<file path="src/rtl/gaussian_batch_scheduler.sv">
// Batch sequencer for the masked multi-sigma Gaussian sampler.
// Accepts one batch request, forces a DRBG reseed when one is pending or the
// sample budget is spent, issues one sampler start per sample and buffers
// each share pair behind a valid/ready output port.
//
// Handshakes: a request transfers on a cycle where req_valid && req_ready;
// an output pair transfers on a cycle where out_valid && out_ready. Once
// out_valid is raised, out_share0/1 and out_last hold until that transfer
// (or an abort/timeout/reset drops the pair).
module gaussian_batch_scheduler #(
  parameter int SAMPLE_WIDTH    = 16,
  parameter int CENTER_WIDTH    = 32,
  parameter int SIGMA_SEL_WIDTH = 2,
  parameter int COUNT_WIDTH     = 16,
  parameter int RESEED_INTERVAL = 1024,
  parameter int TIMEOUT_CYCLES  = 4096
) (
  input  logic                       clk,
  input  logic                       rst,
  input  logic                       req_valid,
  output logic                       req_ready,
  input  logic [COUNT_WIDTH-1:0]     req_count,
  input  logic [CENTER_WIDTH-1:0]    req_center,
  input  logic [SIGMA_SEL_WIDTH-1:0] req_sigma_sel,
  input  logic                       abort,
  output logic                       start_reseed,
  input  logic                       reseeding,
  output logic                       start_sample,
  output logic [CENTER_WIDTH-1:0]    center,
  output logic [SIGMA_SEL_WIDTH-1:0] sigma_sel,
  input  logic [SAMPLE_WIDTH-1:0]    sample_share0,
  input  logic [SAMPLE_WIDTH-1:0]    sample_share1,
  input  logic                       sample_valid,
  output logic [SAMPLE_WIDTH-1:0]    out_share0,
  output logic [SAMPLE_WIDTH-1:0]    out_share1,
  output logic                       out_valid,
  input  logic                       out_ready,
  output logic                       out_last,
  output logic                       done,
  output logic                       timeout_err,
  output logic                       busy,
  output logic [2:0]                 dbg_state_o
);

  localparam int CNT_W = $clog2(RESEED_INTERVAL + 1);
  localparam int TMO_W = $clog2(TIMEOUT_CYCLES + 1);
  localparam logic [CNT_W-1:0]       INTERVAL = CNT_W'(RESEED_INTERVAL);
  localparam logic [CNT_W-1:0]       CNT_ONE  = CNT_W'(1);
  localparam logic [TMO_W-1:0]       TMO_LAST = TMO_W'(TIMEOUT_CYCLES - 1);
  localparam logic [TMO_W-1:0]       TMO_ONE  = TMO_W'(1);
  localparam logic [COUNT_WIDTH-1:0] REM_ONE  = COUNT_WIDTH'(1);

  typedef enum logic [2:0] {
    S_IDLE           = 3'd0,
    S_RESEED         = 3'd1,
    S_RESEED_WAIT_HI = 3'd2,
    S_RESEED_WAIT_LO = 3'd3,
    S_ISSUE          = 3'd4,
    S_WAIT_SAMPLE    = 3'd5,
    S_OUTPUT         = 3'd6
  } state_t;

  state_t                     state_q;
  logic                       reseed_pending_q;
  logic [CNT_W-1:0]           smp_cnt_q;
  logic [COUNT_WIDTH-1:0]     remaining_q;
  logic [TMO_W-1:0]           tmo_q;
  logic [CENTER_WIDTH-1:0]    center_q;
  logic [SIGMA_SEL_WIDTH-1:0] sigma_sel_q;
  logic [SAMPLE_WIDTH-1:0]    share0_q;
  logic [SAMPLE_WIDTH-1:0]    share1_q;
  logic                       out_valid_q;
  logic                       out_last_q;
  logic                       start_reseed_q;
  logic                       start_sample_q;
  logic                       done_q;
  logic                       timeout_err_q;

  logic [CNT_W-1:0]       smp_cnt_d;
  logic [COUNT_WIDTH-1:0] remaining_d;
  logic                   in_wait;
  logic                   wait_event;
  logic                   tmo_fire;

  // Next values of the sample budget (saturating) and the batch countdown.
  always_comb begin
    smp_cnt_d   = (smp_cnt_q < INTERVAL) ? smp_cnt_q + CNT_ONE : smp_cnt_q;
    remaining_d = remaining_q - REM_ONE;
  end

  // Which states are bounded waits and what ends each wait.
  always_comb begin
    in_wait    = 1'b0;
    wait_event = 1'b0;
    case (state_q)
      S_RESEED_WAIT_HI: begin in_wait = 1'b1; wait_event = reseeding;    end
      S_RESEED_WAIT_LO: begin in_wait = 1'b1; wait_event = !reseeding;   end
      S_WAIT_SAMPLE:    begin in_wait = 1'b1; wait_event = sample_valid; end
      default:          begin in_wait = 1'b0; wait_event = 1'b0;         end
    endcase
    // The awaited event on the last allowed cycle still counts as success.
    tmo_fire = in_wait && !wait_event && (tmo_q == TMO_LAST);
  end

  // Batch sequencer: state, datapath registers and all registered outputs.
  always_ff @(posedge clk) begin
    if (rst) begin
      state_q          <= S_IDLE;
      reseed_pending_q <= 1'b1;
      smp_cnt_q        <= '0;
      remaining_q      <= '0;
      tmo_q            <= '0;
      center_q         <= '0;
      sigma_sel_q      <= '0;
      share0_q         <= '0;
      share1_q         <= '0;
      out_valid_q      <= 1'b0;
      out_last_q       <= 1'b0;
      start_reseed_q   <= 1'b0;
      start_sample_q   <= 1'b0;
      done_q           <= 1'b0;
      timeout_err_q    <= 1'b0;
    end else begin
      // Pulses last one cycle; the wait counter restarts on every state entry.
      start_reseed_q <= 1'b0;
      start_sample_q <= 1'b0;
      done_q         <= 1'b0;
      tmo_q          <= '0;
      if (abort && state_q != S_IDLE) begin
        // Abort beats everything, including an output handshake.
        state_q          <= S_IDLE;
        out_valid_q      <= 1'b0;
        out_last_q       <= 1'b0;
        reseed_pending_q <= 1'b1;
      end else if (tmo_fire) begin
        state_q          <= S_IDLE;
        out_valid_q      <= 1'b0;
        out_last_q       <= 1'b0;
        reseed_pending_q <= 1'b1;
        timeout_err_q    <= 1'b1;
      end else begin
        case (state_q)
          S_IDLE: begin
            if (req_valid) begin
              center_q      <= req_center;
              sigma_sel_q   <= req_sigma_sel;
              remaining_q   <= req_count;
              timeout_err_q <= 1'b0;
              if (req_count == '0) begin
                done_q <= 1'b1;
              end else if (reseed_pending_q || smp_cnt_q >= INTERVAL) begin
                state_q        <= S_RESEED;
                start_reseed_q <= 1'b1;
              end else begin
                state_q        <= S_ISSUE;
                start_sample_q <= 1'b1;
              end
            end
          end
          S_RESEED: state_q <= S_RESEED_WAIT_HI;
          S_RESEED_WAIT_HI: begin
            if (reseeding) state_q <= S_RESEED_WAIT_LO;
            else           tmo_q   <= tmo_q + TMO_ONE;
          end
          S_RESEED_WAIT_LO: begin
            if (!reseeding) begin
              smp_cnt_q        <= '0;
              reseed_pending_q <= 1'b0;
              state_q          <= S_ISSUE;
              start_sample_q   <= 1'b1;
            end else begin
              tmo_q <= tmo_q + TMO_ONE;
            end
          end
          S_ISSUE: state_q <= S_WAIT_SAMPLE;
          S_WAIT_SAMPLE: begin
            if (sample_valid) begin
              share0_q    <= sample_share0;
              share1_q    <= sample_share1;
              out_valid_q <= 1'b1;
              out_last_q  <= (remaining_d == '0);
              smp_cnt_q   <= smp_cnt_d;
              remaining_q <= remaining_d;
              state_q     <= S_OUTPUT;
            end else begin
              tmo_q <= tmo_q + TMO_ONE;
            end
          end
          S_OUTPUT: begin
            // No timeout here: consumer backpressure may last indefinitely.
            if (out_ready) begin
              out_valid_q <= 1'b0;
              out_last_q  <= 1'b0;
              if (remaining_q == '0) begin
                done_q  <= 1'b1;
                state_q <= S_IDLE;
              end else if (smp_cnt_q >= INTERVAL) begin
                state_q        <= S_RESEED;
                start_reseed_q <= 1'b1;
              end else begin
                state_q        <= S_ISSUE;
                start_sample_q <= 1'b1;
              end
            end
          end
          default: state_q <= S_IDLE;
        endcase
      end
    end
  end

  assign req_ready    = (state_q == S_IDLE);
  assign busy         = (state_q != S_IDLE);
  assign start_reseed = start_reseed_q;
  assign start_sample = start_sample_q;
  assign center       = center_q;
  assign sigma_sel    = sigma_sel_q;
  assign out_share0   = share0_q;
  assign out_share1   = share1_q;
  assign out_valid    = out_valid_q;
  assign out_last     = out_last_q;
  assign done         = done_q;
  assign timeout_err  = timeout_err_q;
  assign dbg_state_o  = state_q;

endmodule
</file>
<file path="config.mk">
export PLATFORM = sky130hd
export DESIGN_NAME = gaussian_batch_scheduler
export DESIGN_NICKNAME = d
export VERILOG_FILES = /design/src/rtl/gaussian_batch_scheduler.sv
export SDC_FILE = /design/constraint.sdc
export NUM_CORES = 1
export LEC_CHECK = 0
export CAP_MARGIN = 20
export CORE_MARGIN = 3
export CORE_UTILIZATION = 42
export CTS_CLUSTER_SIZE = 28
export DETAILED_ROUTE_END_ITERATION = 10
export GPL_TIMING_DRIVEN = 0
export PLACE_DENSITY = 0.76
export SETUP_SLACK_MARGIN = 0.4
export SLEW_MARGIN = 20
export SYNTH_ARGS = -nofsm -noshare
export SYNTH_HDL_FRONTEND = slang
export SYNTH_SLANG_ARGS = --single-unit
export TNS_END_PERCENT = 10
</file>
<file path="constraint.sdc">
create_clock -name clk -period 1.85 [get_ports clk]
set_clock_uncertainty 0.1 [all_clocks]
set_input_delay 0.37 -clock clk [delete_from_list [all_inputs] [get_ports clk]]
set_output_delay 0.37 -clock clk [all_outputs]
set_load 0.02 [all_outputs]
</file>
==> results.py, run 1 <==
metrics = {
    "route": {
        "wirelength_met1_um": 7280,
        "routed-wl-met2_um": 9130,
        "drcViolationCount": 0,
        "drtIter0Drc": 475,
        "vias_per_cell": 5.49,
        "wl_met3_um": 1640,
        "routed-via-count": 5930,
        "detail_route.wl_per_cell_um": 17.4,
        "postRouteWirelength_um": 18800,
        "top_layer": "met4",
        "route.antenna.remaining_nets": 0,
        "detail_route.first_pass.iterations": 6,
    },
    "die": {
        "floorplan.die_area_um2": 13900,
        "die_h_um": 118,
        "die-width_um": 118,
        "start_util_pct": 43.4,
        "top_level_ports": 166,
        "rows": 40,
        "core_area_um2": 12200,
    },
    "yosys": {
        "synthMuxAreaShare_pct": 0.190,
        "mappedNetlistArea_um2": 5280,
        "synthesis.yosys.warnings": 0,
        "main_combinational_cell_family_by_area_after_synthesis": "simple AND/OR/NAND/NOR gates",
        "synth_xor_xnor_area_share_pct": 3.32,
        "synthCells": 671,
        "synth.yosys.seq_area_share_pct": 44.0,
        "avgSynthCellArea_um2": 7.87,
        "synth_simple_gate_area_share_pct": 28.5,
        "ys_ff_latch": 116,
        "synth_cell_type_count": 67,
        "synth_ff_type": "sky130_fd_sc_hd__dfxtp_1",
        "async_reset_ff_share_pct": 0,
        "synth_compound_gate_area_share_pct": 17.7,
        "synth_enable_flop_cells": 0,
        "synthesis.nets": 765,
        "synthAdderAreaFrac_pct": 1.19,
    },
    "clocking": {
        "clock_insertion_delay_worst_skew_ns": 0.42,
        "clock-root-buffer": "sky130_fd_sc_hd__clkbuf_16",
        "htree_num_levels": 4,
        "clk_transition_reported_paths_ns": 0.06,
        "num_cts_buffers": 17,
        "clock_path_buffers": 2,
        "tritoncts": "done",
        "clock_sinks": 116,
    },
    "critical_path": {
        "crit_path_end_kind": "register",
        "critPathRequiredTime_ns": 2.10,
        "cp-start-kind": "register",
        "startpoint_of_the_most_critical_register_to_register_path": "remaining_q[3]$_SDFFE_PP0P_",
        "worstPathMaxFanout": 5,
        "ff2ff_path_depth": 7,
        "timing_worst_setup_path_type": "reg2reg",
        "regToRegEndpoint": "out_last$_SDFFE_PP0P_",
        "regToRegSetupSlack_ns": -0.31,
        "worst-endpoint-arrival_ns": 2.40,
    },
    "global_route": {
        "grt_pass1_wl_um": 27300,
        "grtUsageTotal_pct": 24.1,
        "globalRouteOverflowTotal": 0,
        "antenna_found_initial": 1,
        "first_global_vias": 5549,
        "grt_max_degree": 17,
    },
    "timing": {
        "report.final.hold_viol_count": 0,
        "final_min_period_over_clock_period_pct": 117,
        "tightestPinTransition_ns": 0.765,
        "fmax_mhz": 463,
        "final.min_clock_period_ns": 2.16,
        "timing.final.ws_setup_ns": -0.308,
        "final_max_slew_viol_count": 0,
        "setup_viol": 35,
        "unrepaired_setup_endpoints_after_global_routing": "true",
        "aggregate_negative_setup_slack_ns": -3.45,
        "fin_worst_hold_slack_ns": 0.345,
        "relSlewSlack_pct": 49.0,
    },
    "worst_hold_path": {
        "hold_crit_path_type": "reg2reg",
        "whs_path_depth": 1,
        "worstHoldStart": "tmo_q[0]$_SDFF_PP0_",
        "worst_hold_path_ep": "tmo_q[0]$_SDFF_PP0_",
    },
    "pwr": {
        "netSwitchingPower_w": 0.00404,
        "seqPwrFrac_pct": 27.7,
        "comb_power_share_pct": 42.8,
        "p_clk_share_pct": 29.5,
        "totalPowerFinal_w": 0.0112,
        "p_int_w": 0.00714,
        "static-leakage-power_nw": 3.35,
        "switching_share_pct": 36.1,
        "power_density_nw_per_um2": 1320,
        "vdd_ir_drop_max_mv": 0.734,
    },
    "place": {
        "dp_hpwl_um": 11800,
        "io_buffer_count": 164,
        "globalplace.congestion": 0.908,
        "placed_cells": 1003,
    },
    "cells_and_area": {
        "finalNonFillerCells": 1081,
        "areaGrowthSynthToFinish_pct": 60.9,
        "nNetsFinal": 993,
        "multi_input_area_um2": 3160,
        "num-fill-cells": 942,
        "post_route_cells_drive_above_1_share_pct": 32.8,
        "sequential_cell_area_um2": 2340,
    },
    "status": {
        "failed_checks": "negative setup slack",
        "outcome": "finished with violations",
    },
    "flow_run": {
        "maxCapViolations": 0,
    },
}
[layer usage]
| metal | global-route usage, % | up-vias |
|---|---|---|
| li1 | - | 2765 |
| met1 | 27.5 | 2797 |
| met2 | 39.6 | 304 |
| met3 | 9.90 | 64 |
| met4 | 10.6 | 0 |
| met5 | 0 | - |
[flip-flops by register name (all words and copies together), names as in the netlist, 2 cells and up]
name	count
center	32
out_share0	16
out_share1	16
remaining_q	16
tmo_q	13
smp_cnt_q	11
dbg_state_o	3
sigma_sel	2
[synth_stat cells (all sizes together) (6+ instances only)]
master	n	area [um^2]
o21ai	26	141
xnor2	11	96.3
nor3	9	56.3
a31oi	6	37.5
dfxtp	116	2320
xor2	9	78.8
or3	7	43.8
clkbuf	31	128
buf	15	97.6
nand2	160	611
nor4	10	114
nand3	16	80.1
a21oi	95	475
nand4b	6	52.6
inv	11	41.3
nor2	63	239
nand4	7	50.1
[power by group through the flow]
| stage | registers (W) | clock network, W | logic, W |
|---|---|---|---|
| detailed placement | 0.00313 | 0 | 0.00342 |
| CTS | 0.00308 | 0.00334 | 0.00369 |
| global route | 0.00313 | 0.00348 | 0.00505 |
| global placement | 0.00311 | 0 | 0.00336 |
| floorplan | 0.00333 | 0 | 0.00201 |
| finish | 0.00310 | 0.00330 | 0.00478 |
[stage by stage]
step           area, um^2  worst slack (ns)  utilization [%]
2_1_floorplan        5370           -0.0602                -
6_report             8490            -0.308             69.8
3_3_place_gp         7220            -0.797             59.4
4_1_cts              7870            -0.232             64.7
5_1_grt              8490            -0.360             69.8
3_5_place_dp         7220            -0.822             59.4
[cell usage in the layout, fill, tap and decap left out, types with 4 or more instances in the layout]
cell type                         netlist  final
sky130_fd_sc_hd__clkbuf_16              0     19
sky130_fd_sc_hd__o21ai_2                0      4
sky130_fd_sc_hd__or3_1                  7      4
sky130_fd_sc_hd__nor2_4                 0      4
sky130_fd_sc_hd__nor3_1                 8      4
sky130_fd_sc_hd__buf_6                  2     21
sky130_fd_sc_hd__nor4_4                 3      4
sky130_fd_sc_hd__a31oi_1                6      4
sky130_fd_sc_hd__clkbuf_1              29     16
sky130_fd_sc_hd__nand2_2                1     13
sky130_fd_sc_hd__buf_12                 0      4
sky130_fd_sc_hd__nand3_1               16     13
sky130_fd_sc_hd__xnor2_1               11     11
sky130_fd_sc_hd__buf_4                  4     37
sky130_fd_sc_hd__dfxtp_1              116    108
sky130_fd_sc_hd__o21ai_1                1      4
sky130_fd_sc_hd__nor2_1                62     59
sky130_fd_sc_hd__nand4b_1               6      6
sky130_fd_sc_hd__clkinv_2               0      4
sky130_fd_sc_hd__or2_2                  4      4
sky130_fd_sc_hd__clkbuf_4               0      4
sky130_fd_sc_hd__xor2_1                 9      9
sky130_fd_sc_hd__dfxtp_4                0      5
sky130_fd_sc_hd__clkinv_4               0      4
sky130_fd_sc_hd__a22oi_1                5      5
sky130_fd_sc_hd__nand2b_1               4      4
sky130_fd_sc_hd__or4_4                  3      4
sky130_fd_sc_hd__buf_2                  9     71
sky130_fd_sc_hd__nor4_2                 1      4
sky130_fd_sc_hd__nand2_4                1      4
sky130_fd_sc_hd__buf_8                  0     10
sky130_fd_sc_hd__a21oi_1               95     67
sky130_fd_sc_hd__clkdlybuf4s50_1        0     86
sky130_fd_sc_hd__a21oi_2                0     27
sky130_fd_sc_hd__nand2_1              158    142
sky130_fd_sc_hd__nand4_1                6      6
sky130_fd_sc_hd__inv_1                 10      8
sky130_fd_sc_hd__o21ai_0               24     17
[cell type report]
cell class | instances | area share (%)
Clock buffer | 19 | 5.10
Buffer | 46 | 4.79
Timing Repair Buffer | 208 | 20.3
Inverter | 11 | 0.575
Antenna cell | 1 | 0.0295
Tap cell | 168 | 2.48
Multi-Input combinational cell | 499 | 37.3
Clock inverter | 13 | 1.89
Sequential cell | 116 | 27.6
[worst max-delay path, cell delays in order (launching register included)]
cell and delay (ns):
sky130_fd_sc_hd__dfxtp_1 0.30, sky130_fd_sc_hd__buf_6 0.13, sky130_fd_sc_hd__or4_4 0.57, sky130_fd_sc_hd__nor4_4 0.37, sky130_fd_sc_hd__xor2_1 0.13, sky130_fd_sc_hd__nor4_2 0.22
sky130_fd_sc_hd__nand4b_1 0.13, sky130_fd_sc_hd__a21oi_1 0.14
[worst max-delay path by stage]
stage	slack (ns)	endpoint	from	cells past startpoint
2_1_floorplan	-0.06	out_last$_SDFFE_PP0P_	remaining_q[3]$_SDFFE_PP0P_	7
6_report	-0.31	out_last$_SDFFE_PP0P_	remaining_q[3]$_SDFFE_PP0P_	7
3_5_place_dp	-0.82	remaining_q[0]$_SDFFE_PP0P_	sample_valid	7
5_1_grt	-0.36	out_last$_SDFFE_PP0P_	remaining_q[3]$_SDFFE_PP0P_	7
3_3_place_gp	-0.80	remaining_q[0]$_SDFFE_PP0P_	sample_valid	7
4_1_cts	-0.23	out_last$_SDFFE_PP0P_	remaining_q[3]$_SDFFE_PP0P_	7
[cell families after synthesis]
group                      count (synthesis)
adders and majority gates                  5
buffers and inverters                     57
AOI/OAI and AO/OA                        161
xor gates and xnor gates                  20
and+or+nand+nor                          311
muxes                                      1
DFF                                      116
[repair_timing]
action                     in CTS  in global routing
resized for setup             392                114
pin swaps                      47                 49
setup endpoints to repair     193                123
hold buffers                    0                  0
cloned                          3                  1
buffers inserted               12                 29
Power figures use the tool's default switching activity.
==> run 2: changes to the inputs <==
- MAX_ROUTING_LAYER: unset -> met4
- SLEW_MARGIN: 20 -> 5
==> run 2 against run 1 <==
The run still ends with negative setup slack left. Maximum frequency grew 2.5%. Non-clock buffer count is 10 lower. Global-route usage rose by 0.49 points. Clock-buffer cell count up 2. Critical endpoint unchanged.
==> results.py, run 2 (synthesized netlist as in run 1, its figures left out) <==
metrics = {
    "status": {
        "outcome": "finished with violations",
        "failed_checks": "negative setup slack",
    },
    "clocking": {
        "clock-root-buffer": "sky130_fd_sc_hd__clkbuf_16",
        "tritoncts": "done",
        "num_cts_buffers": 17,
        "clock_sinks": 116,
        "clock_insertion_delay_worst_skew_ns": 0.41,
        "clock_path_buffers": 2,
        "hold_buffers": 0,
        "clk_transition_reported_paths_ns": 0.05,
        "htree_num_levels": 4,
    },
    "global_route": {
        "grtUsageTotal_pct": 24.6,
        "antenna_found_initial": 2,
        "globalRouteOverflowTotal": 0,
        "grt_util_met3_pct": 8.41,
        "grt_max_degree": 17,
        "met1_usage_pct": 28.7,
        "first_global_vias": 5518,
        "grt_pass1_wl_um": 27300,
        "grt_most_used_layer": "met2",
        "grt.met2_usage_pct": 38.9,
    },
    "timing": {
        "tightestPinTransition_ns": 0.682,
        "relSlewSlack_pct": 54.6,
        "final_max_slew_viol_count": 0,
        "unrepaired_setup_endpoints_after_global_routing": "true",
        "final.min_clock_period_ns": 2.10,
        "aggregate_negative_setup_slack_ns": -3.89,
        "report.final.hold_viol_count": 0,
        "timing.final.ws_setup_ns": -0.255,
        "fmax_mhz": 475,
        "final_min_period_over_clock_period_pct": 114,
        "setup_viol": 56,
    },
    "critical_path": {
        "critPathRequiredTime_ns": 2.09,
        "worst-endpoint-arrival_ns": 2.34,
        "worstPathMaxFanout": 6,
        "ff2ff_path_depth": 7,
        "regToRegEndpoint": "out_last$_SDFFE_PP0P_",
        "crit_path_end_kind": "register",
        "cp-start-kind": "register",
        "timing_worst_setup_path_type": "reg2reg",
        "regToRegSetupSlack_ns": -0.25,
        "startpoint_of_the_most_critical_register_to_register_path": "remaining_q[6]$_SDFFE_PP0P_",
    },
    "cells_and_area": {
        "layout.cells.most_common": "sky130_fd_sc_hd__nand2_1",
        "final_cell_mix": "sky130_fd_sc_hd__nand2_1 (149), sky130_fd_sc_hd__dfxtp_1 (109), sky130_fd_sc_hd__clkdlybuf4s50_1 (82)",
        "nNetsFinal": 983,
        "largest_register_ffs": 32,
        "post_route_cells_drive_above_1_share_pct": 30.8,
        "sequential_cell_area_um2": 2350,
        "multi_input_area_um2": 3110,
        "areaGrowthSynthToFinish_pct": 58.4,
        "num-fill-cells": 958,
    },
    "place": {
        "globalplace.congestion": 0.921,
        "dp_hpwl_um": 11700,
        "io_buffer_count": 164,
    },
    "die": {
        "rows": 40,
        "die-width_um": 118,
        "top_level_ports": 166,
        "floorplan.die_area_um2": 13900,
        "die_h_um": 118,
        "core_area_um2": 12200,
        "start_util_pct": 43.4,
    },
    "route": {
        "detail_route.wl_per_cell_um": 16.5,
        "detail_route.first_pass.iterations": 5,
        "vias_per_cell": 5.36,
        "drcViolationCount": 0,
        "postRouteWirelength_um": 17600,
        "route.antenna.remaining_nets": 0,
        "routed-via-count": 5735,
        "drtIter0Drc": 440,
    },
    "pwr": {
        "power_density_nw_per_um2": 1320,
        "vdd_ir_drop_max_mv": 0.668,
        "totalPowerFinal_w": 0.0110,
        "static-leakage-power_nw": 3.33,
    },
    "worst_hold_path": {
        "worstHoldStart": "tmo_q[0]$_SDFF_PP0_",
        "worst_hold_path_ep": "tmo_q[0]$_SDFF_PP0_",
        "whs_path_depth": 1,
        "hold_crit_path_type": "reg2reg",
    },
    "flow_run": {
        "maxCapViolations": 0,
    },
}
## run 2: cell count changes in the layout (fill, tap and decap cells not counted), moves of 4 or more
cell | previous run | this run
sky130_fd_sc_hd__nand2_1 | 142 | 149
sky130_fd_sc_hd__nand2_2 | 13 | 7
sky130_fd_sc_hd__clkdlybuf4s50_1 | 86 | 82
sky130_fd_sc_hd__buf_4 | 37 | 21
sky130_fd_sc_hd__a21oi_1 | 67 | 71
sky130_fd_sc_hd__buf_6 | 21 | 25
sky130_fd_sc_hd__clkbuf_1 | 16 | 12
sky130_fd_sc_hd__clkbuf_8 | 0 | 5
## run 2: cell type report
class                      count  area share (%)
timing repair buffer         198            19.3
clock buffer                  21            5.76
sequential                   116            28.1
inverter                      11           0.614
tap                          168            2.51
antenna                        2          0.0599
clock inverter                 9            1.50
buffer                        46            4.95
multi-input combinational    499            37.2
## run 2: per-stage QoR
stage	hold WS (ns)	setup WS [ns]	util, %	cell area (um^2)	cells
after floorplan	0.329	-0.0602	-	5370	671
after global placement	0.340	-0.803	59.4	7220	1003
after detailed placement	0.347	-0.824	59.4	7220	1003
after CTS	0.333	-0.234	65.3	7940	1053
after global routing	0.358	-0.352	68.7	8360	1070
final	0.334	-0.255	68.7	8360	1070
## run 2: worst max-delay path by stage
stage | start | end | slack, ns | cells past startpoint
after floorplan | remaining_q[3]$_SDFFE_PP0P_ | out_last$_SDFFE_PP0P_ | -0.06 | 7
after global placement | sample_valid | remaining_q[0]$_SDFFE_PP0P_ | -0.80 | 7
after detailed placement | sample_valid | remaining_q[0]$_SDFFE_PP0P_ | -0.82 | 7
after CTS | remaining_q[6]$_SDFFE_PP0P_ | out_last$_SDFFE_PP0P_ | -0.23 | 7
after global routing | remaining_q[6]$_SDFFE_PP0P_ | out_last$_SDFFE_PP0P_ | -0.35 | 7
final | remaining_q[6]$_SDFFE_PP0P_ | out_last$_SDFFE_PP0P_ | -0.25 | 7
## run 2: repair_timing
action / 4_1_cts / 5_1_grt
setup endpoints to repair: 193 / 122
buffers inserted: 18 / 15
pin swaps: 47 / 30
gates resized for setup: 399 / 100
cloned: 2 / 0
## run 2: worst max-delay path, stage by stage, from the launching register on
cell                       delay, ns
sky130_fd_sc_hd__dfxtp_1        0.31
sky130_fd_sc_hd__buf_8          0.13
sky130_fd_sc_hd__nor4_4         0.43
sky130_fd_sc_hd__nand4_2        0.17
sky130_fd_sc_hd__or4b_1         0.50
sky130_fd_sc_hd__nand3_1        0.11
sky130_fd_sc_hd__nand4b_1       0.13
sky130_fd_sc_hd__a21oi_1        0.14
## run 2: layer usage
| layer | up-vias | wire length, um |
|---|---|---|
| li1 | 2740 | - |
| met4 | 0 | 577 |
| met1 | 2644 | 7030 |
| met2 | 295 | 8430 |
| met5 | - | 0 |
| met3 | 56 | 1570 |
## run 2: where the power goes
| group | internal, W | switching, W |
|---|---|---|
| logic | 0.00210 | 0.00242 |
| registers | 0.00282 | 0.000284 |
| clock network | 0.00225 | 0.00113 |
==> run 3: changes to the inputs <==
- CTS_CLUSTER_SIZE: 28 -> 24
==> results of run 3 <==
Same layout as run 2: the final DEF is identical, and so are final timing and power.
